[config.mk]
export PLATFORM = sky130hd
export DESIGN_NAME = imem_loader_flat
export DESIGN_NICKNAME = d
export VERILOG_FILES = /design/src/rtl/imem_loader_if.sv /design/src/rtl/imem_loader.sv /design/src/flat_wrapper.sv
export SDC_FILE = /design/constraint.sdc
export NUM_CORES = 1
export LEC_CHECK = 0
export ABC_AREA = 1
export BUFFER_PORTS_ARGS = -buffer_cell sky130_fd_sc_hd__buf_2
export CORE_AREA = 5 5 114 116
export DETAILED_ROUTE_END_ITERATION = 8
export DIE_AREA = 0 0 119 121
export PLACE_DENSITY = 0.74
export SYNTH_ARGS = -nofsm -noshare
export SYNTH_HDL_FRONTEND = slang
export SYNTH_SLANG_ARGS = --single-unit
[constraint.sdc]
create_clock -name clk -period 4.1 [get_ports clk]
set_clock_uncertainty 0.2 [all_clocks]
set_input_delay 0.41 -clock clk [delete_from_list [all_inputs] [get_ports clk]]
set_output_delay 0.41 -clock clk [all_outputs]
set_load 0.02 [all_outputs]
[src/rtl/imem_loader_if.sv]
`default_nettype none
// ============================================================================
// Module      : imem_loader_if
// Description : Bundles the loader's byte-stream handshake and its
//               instruction-memory write port.
//   in_valid   stream byte present (source -> loader)
//   in_data    stream byte, 8 bits (source -> loader)
//   in_ready   loader accepts a byte this cycle (loader -> source)
//   mem_we     one-cycle instruction-memory write strobe (loader -> memory)
//   mem_addr   word address of the write (loader -> memory)
//   mem_wdata  32-bit instruction word (loader -> memory)
//   modport slave  : the loader side
//   modport master : the stream source / memory side
// Revision    : 1.0 - initial release
// ============================================================================
interface imem_loader_if #(
    parameter int ADDR_WIDTH = 10
);
    logic                  in_valid;
    logic [7:0]            in_data;
    logic                  in_ready;
    logic                  mem_we;
    logic [ADDR_WIDTH-1:0] mem_addr;
    logic [31:0]           mem_wdata;

    modport slave (
        input  in_valid,
        input  in_data,
        output in_ready,
        output mem_we,
        output mem_addr,
        output mem_wdata
    );

    modport master (
        output in_valid,
        output in_data,
        input  in_ready,
        input  mem_we,
        input  mem_addr,
        input  mem_wdata
    );
endinterface
`default_nettype wire

[src/rtl/imem_loader.sv]
`default_nettype none
// ============================================================================
// Module      : imem_loader
// Description : Boot-time instruction loader. Receives a length-prefixed,
//               XOR-checksummed byte stream, packs little-endian 32-bit
//               words and writes them to instruction memory from address 0.
//               The core is held in reset until the whole image has been
//               written and its checksum matches.
//   clk        system clock, rising edge
//   rst        synchronous active-high reset
//   bus        stream handshake + memory write port (slave modport)
//   core_rst_n active-low reset for the core, 1 only after a good load
//   done       image loaded and verified (sticky until rst)
//   error      bad length or checksum (sticky until rst)
//   load_count words written so far, saturating at the image length
// Revision    : 1.0 - initial release
// ============================================================================
module imem_loader #(
    parameter int ADDR_WIDTH = 10,
    parameter int MAX_WORDS  = 1024
) (
    input  wire logic        clk,
    input  wire logic        rst,
    imem_loader_if.slave     bus,
    output logic             core_rst_n,
    output logic             done,
    output logic             error,
    output logic [15:0]      load_count
);

    localparam logic [16:0] c_max_words = 17'(MAX_WORDS);

    typedef enum logic [2:0] {
        S_LEN0  = 3'd0,
        S_LEN1  = 3'd1,
        S_DATA  = 3'd2,
        S_CSUM  = 3'd3,
        S_RUN   = 3'd4,
        S_ERROR = 3'd5
    } state_t;

    state_t                state_q, state_d;
    logic [7:0]            len_lo_q, len_lo_d;
    logic [15:0]           len_q, len_d;
    logic [1:0]            byte_cnt_q, byte_cnt_d;
    logic [23:0]           word_q, word_d;       // low three bytes of the word in flight
    logic [7:0]            xor_q, xor_d;
    logic [15:0]           words_q, words_d;     // next word address / words issued
    logic                  mem_we_q, mem_we_d;
    logic [ADDR_WIDTH-1:0] mem_addr_q, mem_addr_d;
    logic [31:0]           mem_wdata_q, mem_wdata_d;
    logic                  done_q, done_d;
    logic                  error_q, error_d;
    logic [15:0]           load_count_q, load_count_d;

    logic                  w_in_ready;
    logic                  w_accept;
    logic [15:0]           w_len_rx;

    // Ready is gated by rst directly so nothing is offered while reset is held.
    assign w_in_ready = !rst && ((state_q == S_LEN0) || (state_q == S_LEN1) ||
                                 (state_q == S_DATA) || (state_q == S_CSUM));
    assign w_accept   = bus.in_valid && w_in_ready;
    assign w_len_rx   = {bus.in_data, len_lo_q};

    always_comb begin
        state_d      = state_q;
        len_lo_d     = len_lo_q;
        len_d        = len_q;
        byte_cnt_d   = byte_cnt_q;
        word_d       = word_q;
        xor_d        = xor_q;
        words_d      = words_q;
        mem_we_d     = 1'b0;
        mem_addr_d   = mem_addr_q;
        mem_wdata_d  = mem_wdata_q;
        done_d       = done_q;
        error_d      = error_q;

        case (state_q)
            S_LEN0: begin
                xor_d      = 8'h00;
                words_d    = 16'h0000;
                byte_cnt_d = 2'd0;
                if (w_accept) begin
                    len_lo_d = bus.in_data;
                    state_d  = S_LEN1;
                end
            end
            S_LEN1: begin
                if (w_accept) begin
                    len_d = w_len_rx;
                    if ((w_len_rx == 16'h0000) || ({1'b0, w_len_rx} > c_max_words)) begin
                        state_d = S_ERROR;
                        error_d = 1'b1;
                    end else begin
                        state_d = S_DATA;
                    end
                end
            end
            S_DATA: begin
                if (w_accept) begin
                    xor_d      = xor_q ^ bus.in_data;
                    byte_cnt_d = byte_cnt_q + 2'd1;
                    if (byte_cnt_q == 2'd3) begin
                        // Last byte is the MSB: write straight from the
                        // incoming byte plus the three buffered ones.
                        mem_we_d    = 1'b1;
                        mem_addr_d  = words_q[ADDR_WIDTH-1:0];
                        mem_wdata_d = {bus.in_data, word_q};
                        words_d     = words_q + 16'd1;
                        if ((words_q + 16'd1) == len_q) begin
                            state_d = S_CSUM;
                        end
                    end else begin
                        // Shift right so byte 0 ends up in bits [7:0].
                        word_d = {bus.in_data, word_q[23:8]};
                    end
                end
            end
            S_CSUM: begin
                if (w_accept) begin
                    if (bus.in_data == xor_q) begin
                        state_d = S_RUN;
                        done_d  = 1'b1;
                    end else begin
                        state_d = S_ERROR;
                        error_d = 1'b1;
                    end
                end
            end
            default: begin
                // S_RUN / S_ERROR are terminal until rst.
            end
        endcase

        load_count_d = load_count_q;
        if (mem_we_q && (load_count_q != len_q)) begin
            load_count_d = load_count_q + 16'd1;
        end
    end

    always_ff @(posedge clk) begin
        if (rst) begin
            state_q      <= S_LEN0;
            len_lo_q     <= 8'h00;
            len_q        <= 16'h0000;
            byte_cnt_q   <= 2'd0;
            word_q       <= 24'h000000;
            xor_q        <= 8'h00;
            words_q      <= 16'h0000;
            mem_we_q     <= 1'b0;
            mem_addr_q   <= '0;
            mem_wdata_q  <= 32'h00000000;
            done_q       <= 1'b0;
            error_q      <= 1'b0;
            load_count_q <= 16'h0000;
        end else begin
            state_q      <= state_d;
            len_lo_q     <= len_lo_d;
            len_q        <= len_d;
            byte_cnt_q   <= byte_cnt_d;
            word_q       <= word_d;
            xor_q        <= xor_d;
            words_q      <= words_d;
            mem_we_q     <= mem_we_d;
            mem_addr_q   <= mem_addr_d;
            mem_wdata_q  <= mem_wdata_d;
            done_q       <= done_d;
            error_q      <= error_d;
            load_count_q <= load_count_d;
        end
    end

    assign bus.in_ready  = w_in_ready;
    assign bus.mem_we    = mem_we_q;
    assign bus.mem_addr  = mem_addr_q;
    assign bus.mem_wdata = mem_wdata_q;
    assign core_rst_n    = done_q;
    assign done          = done_q;
    assign error         = error_q;
    assign load_count    = load_count_q;

endmodule
`default_nettype wire

[src/flat_wrapper.sv]
// flat-port wrapper written by rule: the top's interface ports become plain ports
module imem_loader_flat 
#(
    parameter int ADDR_WIDTH = 10,
    parameter int MAX_WORDS  = 1024
)
  (clk, rst, core_rst_n, done, error, load_count, bus_in_valid, bus_in_data, bus_in_ready, bus_mem_we, bus_mem_addr, bus_mem_wdata);
  imem_loader_if #(.ADDR_WIDTH(ADDR_WIDTH)) bus_i ();
  input  wire logic clk;
  input  wire logic rst;
  output logic core_rst_n;
  output logic done;
  output logic error;
  output logic [15:0] load_count;
  input wire logic [$bits(bus_i.in_valid)-1:0] bus_in_valid;
  input wire logic [$bits(bus_i.in_data)-1:0] bus_in_data;
  output wire logic [$bits(bus_i.in_ready)-1:0] bus_in_ready;
  output wire logic [$bits(bus_i.mem_we)-1:0] bus_mem_we;
  output wire logic [$bits(bus_i.mem_addr)-1:0] bus_mem_addr;
  output wire logic [$bits(bus_i.mem_wdata)-1:0] bus_mem_wdata;
  assign bus_i.in_valid = bus_in_valid;
  assign bus_i.in_data = bus_in_data;
  assign bus_in_ready = bus_i.in_ready;
  assign bus_mem_we = bus_i.mem_we;
  assign bus_mem_addr = bus_i.mem_addr;
  assign bus_mem_wdata = bus_i.mem_wdata;
  imem_loader #(.ADDR_WIDTH(ADDR_WIDTH), .MAX_WORDS(MAX_WORDS)) u_core (.clk(clk), .rst(rst), .bus(bus_i), .core_rst_n(core_rst_n), .done(done), .error(error), .load_count(load_count));
endmodule
After elaboration in Yosys (flattened, before gate mapping):

Cells that the tools add are included.

* flip-flop bits (word level): 138
* input bits: 11
* output and inout port bits: 63
* logic and storage cells: 81

* add/subtract/negate cells: 3
* magnitude comparators: 1
* eq/ne operators: 15
* multiplexer cells: 22
* bitwise operators: 4
* reduce and logical (&&, ||, !) cells: 23

Operators with widths (number)
* adder 16 x 1 -> 16 bit (second input constant): 2
* 2-to-1 mux 16 bit: 2
* one-hot mux 16 bit (2 select lines): 1
* 2-to-1 mux 3 bit: 7
* equality test 16 bit: 1
* > comparator 16 x 11 -> 1 bit (second input constant): 1
* logical NOT 16 bit: 1
* != test 16 bit: 1
* one-hot mux 8 bit (2 select lines): 1
* one-hot mux 3 bit (4 select lines): 1
* AND reduction 3 bit: 4
* equality test 8 bit: 1
* 2-to-1 mux 8 bit: 1
* != test 2 x 1 -> 1 bit (second input constant): 4
* != test 2 bit (second input constant): 4
* XOR 8 bit: 1
* AND reduction 7 bit: 1
* equality test 3 x 2 -> 1 bit (second input constant): 2
* 2-to-1 mux 1 bit: 6
* AND reduction 2 bit: 3
* AND reduction 5 bit: 1
* logical OR 1 bit: 4
* one-hot mux 2 bit (2 select lines): 1
* nonzero test 2 bit: 2
* other kinds (11): 15

Depth between registers and ports, before layout:

* word-level depth: 8
* mapped depth: 16
* mapped depth without buffers: 16

Worst setup path before layout:

No wires, ideal clock.

* kind: register to register
* start: reg u_core.words_q[0]
* end: reg u_core.state_q[0]
* setup time: 115 ps
* arrival: 1731 ps
* data required time: 3785 ps
* path slack: 2054 ps
* stages on the path, launching flop included: 15
* buffers on the path: 0
* period minus slack after synthesis: 2046 ps
* path through: dfxtp_1 -> ha_1 -> nand2_2 -> nor2_4 -> nand2_4 -> o21ai_0 -> nand3b_1 -> nand2_1 -> nand2_1 -> nor2_1 -> nand3_1 -> nand2_1 -> nand3_1 -> nand2_1 -> nor2_1

* cells in the longest elaborated chain, start to end: 4

Ends and longest elaborated chain
* from (decl): line imem_loader.sv:48 `logic [15:0] words_q, words_d;`
* from (signal assigned): line imem_loader.sv:165 `words_q <= words_d;`
* adder 16 x 1 -> 16 bit: line imem_loader.sv:112 `if ((words_q + 16'd1) == len_q) begin`
* equality test 16 bit: line imem_loader.sv:112
* != test 2 bit (no line)
* AND reduction 7 bit (no line)
* to (signal assigned): line imem_loader.sv:159 `state_q <= state_d;`
* to (decl): line imem_loader.sv:42 `state_t state_q, state_d;`

Every way passes these cells.
A chain may end at the register's enable or synchronous reset.

Worst setup path after layout:

* start: reg u_core.state_q[2]
* end: reg u_core.words_q[0]

* cells in the longest elaborated chain, start to end: 8
* elaborated cells between the ends (all ways): 14
* classes of those cells: eq/ne (5); mux (1); reduce/logical (8)

Ends and longest elaborated chain
* equality test 3 x 1 -> 1 bit or logical NOT 3 bit (tied branches): line imem_loader.sv:61, imem_loader.sv:80
* logical OR 1 bit (2 in series): line imem_loader.sv:61 `assign w_in_ready = !rst && ((state_q == S_LEN0) || (state_q == S_LEN1) ||`
* logical OR 1 bit: line imem_loader.sv:62 `(state_q == S_DATA) || (state_q == S_CSUM));`
* logical AND 1 bit: line imem_loader.sv:61
* logical AND 1 bit: line imem_loader.sv:63 `assign w_accept = bus.in_valid && w_in_ready;`
* != test 2 x 1 -> 1 bit (no line)
* AND reduction 3 bit (no line)

Several ways; a longest one is shown, not always the timed one.

==> reports/qor.yml <==
outcome: "complete, no violations"
grt_pass1_vias: 5455
setup_ws_ns: 1.52
cts_made_buffers: 17
synth_top_family_by_area: "simple AND/OR/NAND/NOR gates"
register_area_um2: 2760
fillers: 1084
fmax_ghz: 0.388
cts_setup_buffers: 0
clk_pin_slew_worst_paths_ns: 0.06
max_slew_margin_pct: 39.5
synth_cells: 904
rows: 40
cp-end-kind: "flip-flop"
synthAdderAreaFrac_pct: 0.593
clock_sinks: 138
clk_latency_ns: 0.42
hold_viol: 0
hold_buffers: 0
initial_core_util_pct: 53.6
synth-xor-area-share_pct: 4.09
cts_tree: "built"
worstHoldPathType: "in2reg"
vias: 5972
finalCritPeriodShare_pct: 62.8
pre_cts_ws_ns: 1.45
dieWidth_um: 119
dp_cells: 1091
netlist_area_um2: 6330
setup_tns_ns: 0
worst_pin_slew_ns: 0.906
syn_nets: 918
io_pins: 74
p_leak_uw: 0.00336
worstPathMaxFanout: 16
grt_usage_pct: 22.3
fin_nets: 977
yosys-top-cells-area: "dfxtp_1 44%, nor2_1 10%, nand2_1 9.6%, o21ai_0 8.1%, a21oi_1 5.9%"
drt_first_pass_iters: 5
synth-compound-area-share_pct: 15.1
crit_type: "reg2reg"
avgSynthCellArea_um2: 7.01
clock_path_buffers: 2
synth.distinct_cells: 37
dieArea_um2: 14400
drive_above_1_share_pct: 13.2
cts-resized-gates: 0
root_buffer: "clkbuf_16"
slew_violations: 0
fin_cells: 1122
crit_arrival_ns: 2.72
peakVddDrop_uv: 260
power_density_nw_per_um2: 428
synthMuxAreaShare_pct: 0
multiInputGateArea_um2: 3120
synth_seq_cells: 138
grt_setup_unrepaired: "false"
initialDrtViolationCount: 440
grt_pass1_wl_um: 26200
yosysTopAreaCell: "dfxtp_1"
setup_viol_count_final: 0
die_h_um: 121
wl_per_cell_um: 14.2
synth_top_area_share_pct: 43.6
layout_min_cycle_time_ns: 2.58
vias_per_cell: 5.32
drc_errors: 0
ys_warn_count: 0
required_ns: 4.25
io_buffers: 73
cp-start-kind: "flip-flop"
drt-total-wl_um: 15900
fin_util_pct: 62.0
synthSimpleGateAreaFrac_pct: 29.5
hpwl_um: 10900
cts_max_level: 4
grt_start_max_net_pins: 105
core_area_um2: 11800
gp_congestion: 0.933
antenna_left: 0
antenna_found_initial: 0
area_growth_pct: 15.7
gr-total-overflow: 0
antenna_cells: 0
synth_seq_area_share_pct: 43.6
drv_cap: 0
## path summary, 6_finish.rpt
| path | start | end | slack [ns] | cells past startpoint |
|---|---|---|---|---|
| setup reg to reg | u_core.state_q[2]$_SDFFE_PP0P_ | u_core.words_q[0]$_SDFFE_PP0P_ | 1.52 | 8 |
| setup / recovery | u_core.state_q[2]$_SDFFE_PP0P_ | u_core.words_q[0]$_SDFFE_PP0P_ | 1.52 | 8 |
| hold / removal | bus_in_data[6] | u_core.word_q[22]$_SDFFE_PP0P_ | 0.15 | 3 |
| hold reg to reg | u_core.error$_SDFFE_PP0P_ | u_core.error$_SDFFE_PP0P_ | 0.27 | 1 |
## Yosys cell counts, drive strengths merged
cell and count:
nor2 182, nand2 170, dfxtp 138, o21ai 103, a21oi 75, inv 72, nand3 48, clkbuf 25
xor2 21, buf 13, nand4 11, nor3 9, nand3b 6, nor4 6, xnor2 6, ha 3
o21bai 3, clkinv 2, nor3b 2, o21a 2, a211oi 1, a31oi 1, and2 1, and3 1
or2 1, or3 1, xnor3 1
## report_power, final
part | leakage (uW) | internal, uW | switching, uW
clock network | 0.000272 | 925 | 582
registers | 0.00111 | 1370 | 32.4
logic | 0.00197 | 71.2 | 154
total | 0.00336 | 2370 | 769
## kinds of logic after synthesis
kind of cell    Yosys count
xor+xnor                 28
simple gates            438
fa+ha+maj                 3
flops                   138
compound gates          185
buf+inv                 112
## area by class of cell
cell class | instances | area share (%)
well taps | 147 | 2.51
multi-input cells | 654 | 42.6
inverters | 74 | 3.82
flip-flops and latches | 138 | 37.7
clock buffers | 21 | 6.28
repair buffers | 78 | 5.50
clock inverters | 10 | 1.60
## through the flow
| step | instance area, um2 | hold WS [ns] | total power (uW) |
|---|---|---|---|
| finish | 7330 | 0.150 | 3140 |
| CTS | 7330 | 0.140 | 3150 |
| global placement | 6750 | 0.254 | 1650 |
| floorplan | 6330 | 0.233 | 1590 |
| detailed placement | 6750 | 0.265 | 1650 |
| global route | 7330 | 0.145 | 3240 |
## cell usage in the layout, fill, tap and decap left out, types with 3 or more instances in the layout
master | netlist | routed
buf_2 | 10 | 73
xnor2_1 | 6 | 6
a21oi_1 | 75 | 75
o21ai_0 | 102 | 102
nand3_1 | 48 | 48
nand4_1 | 11 | 11
nor2_4 | 6 | 6
nor4_1 | 6 | 6
inv_1 | 69 | 69
buf_4 | 2 | 5
nor3_1 | 9 | 9
nand3b_1 | 6 | 6
nor2_1 | 175 | 175
ha_1 | 3 | 3
dfxtp_1 | 138 | 138
nand2_1 | 162 | 162
clkinvlp_4 | 0 | 4
nand2_2 | 7 | 7
clkbuf_16 | 0 | 17
xor2_1 | 21 | 21
## flip-flops by register name (all words and copies together), names as in the netlist
register,count
u_core.byte_cnt_q,2
u_core.bus.mem_wdata,32
u_core.bus.mem_addr,10
u_core.bus.mem_we,1
u_core.words_q,16
u_core.error,1
u_core.len_q,16
u_core.state_q,3
u_core.len_lo_q,8
u_core.xor_q,8
u_core.word_q,24
u_core.load_count,16
u_core.core_rst_n,1
## metal layers
| layer | vias to the layer above | track usage (%) | share of wire (%) |
|---|---|---|---|
| li1 | 3052 | - | - |
| met4 | 0 | 9.05 | 2.5 |
| met5 | - | 0 | 0 |
| met3 | 37 | 5.08 | 4.5 |
| met1 | 2721 | 28.1 | 45 |
| met2 | 162 | 36.9 | 48 |
## worst max-delay path, cell delays in order (launching register included)
cell	delay [ns]
dfxtp_1	0.37
inv_1	0.11
nand3_1	0.22
nor2_2	0.15
nor2_1	0.55
nor2_1	0.12
inv_1	0.45
o21ai_0	0.16
a21oi_1	0.16
No activity file was read; power rests on OpenSTA's default activity.
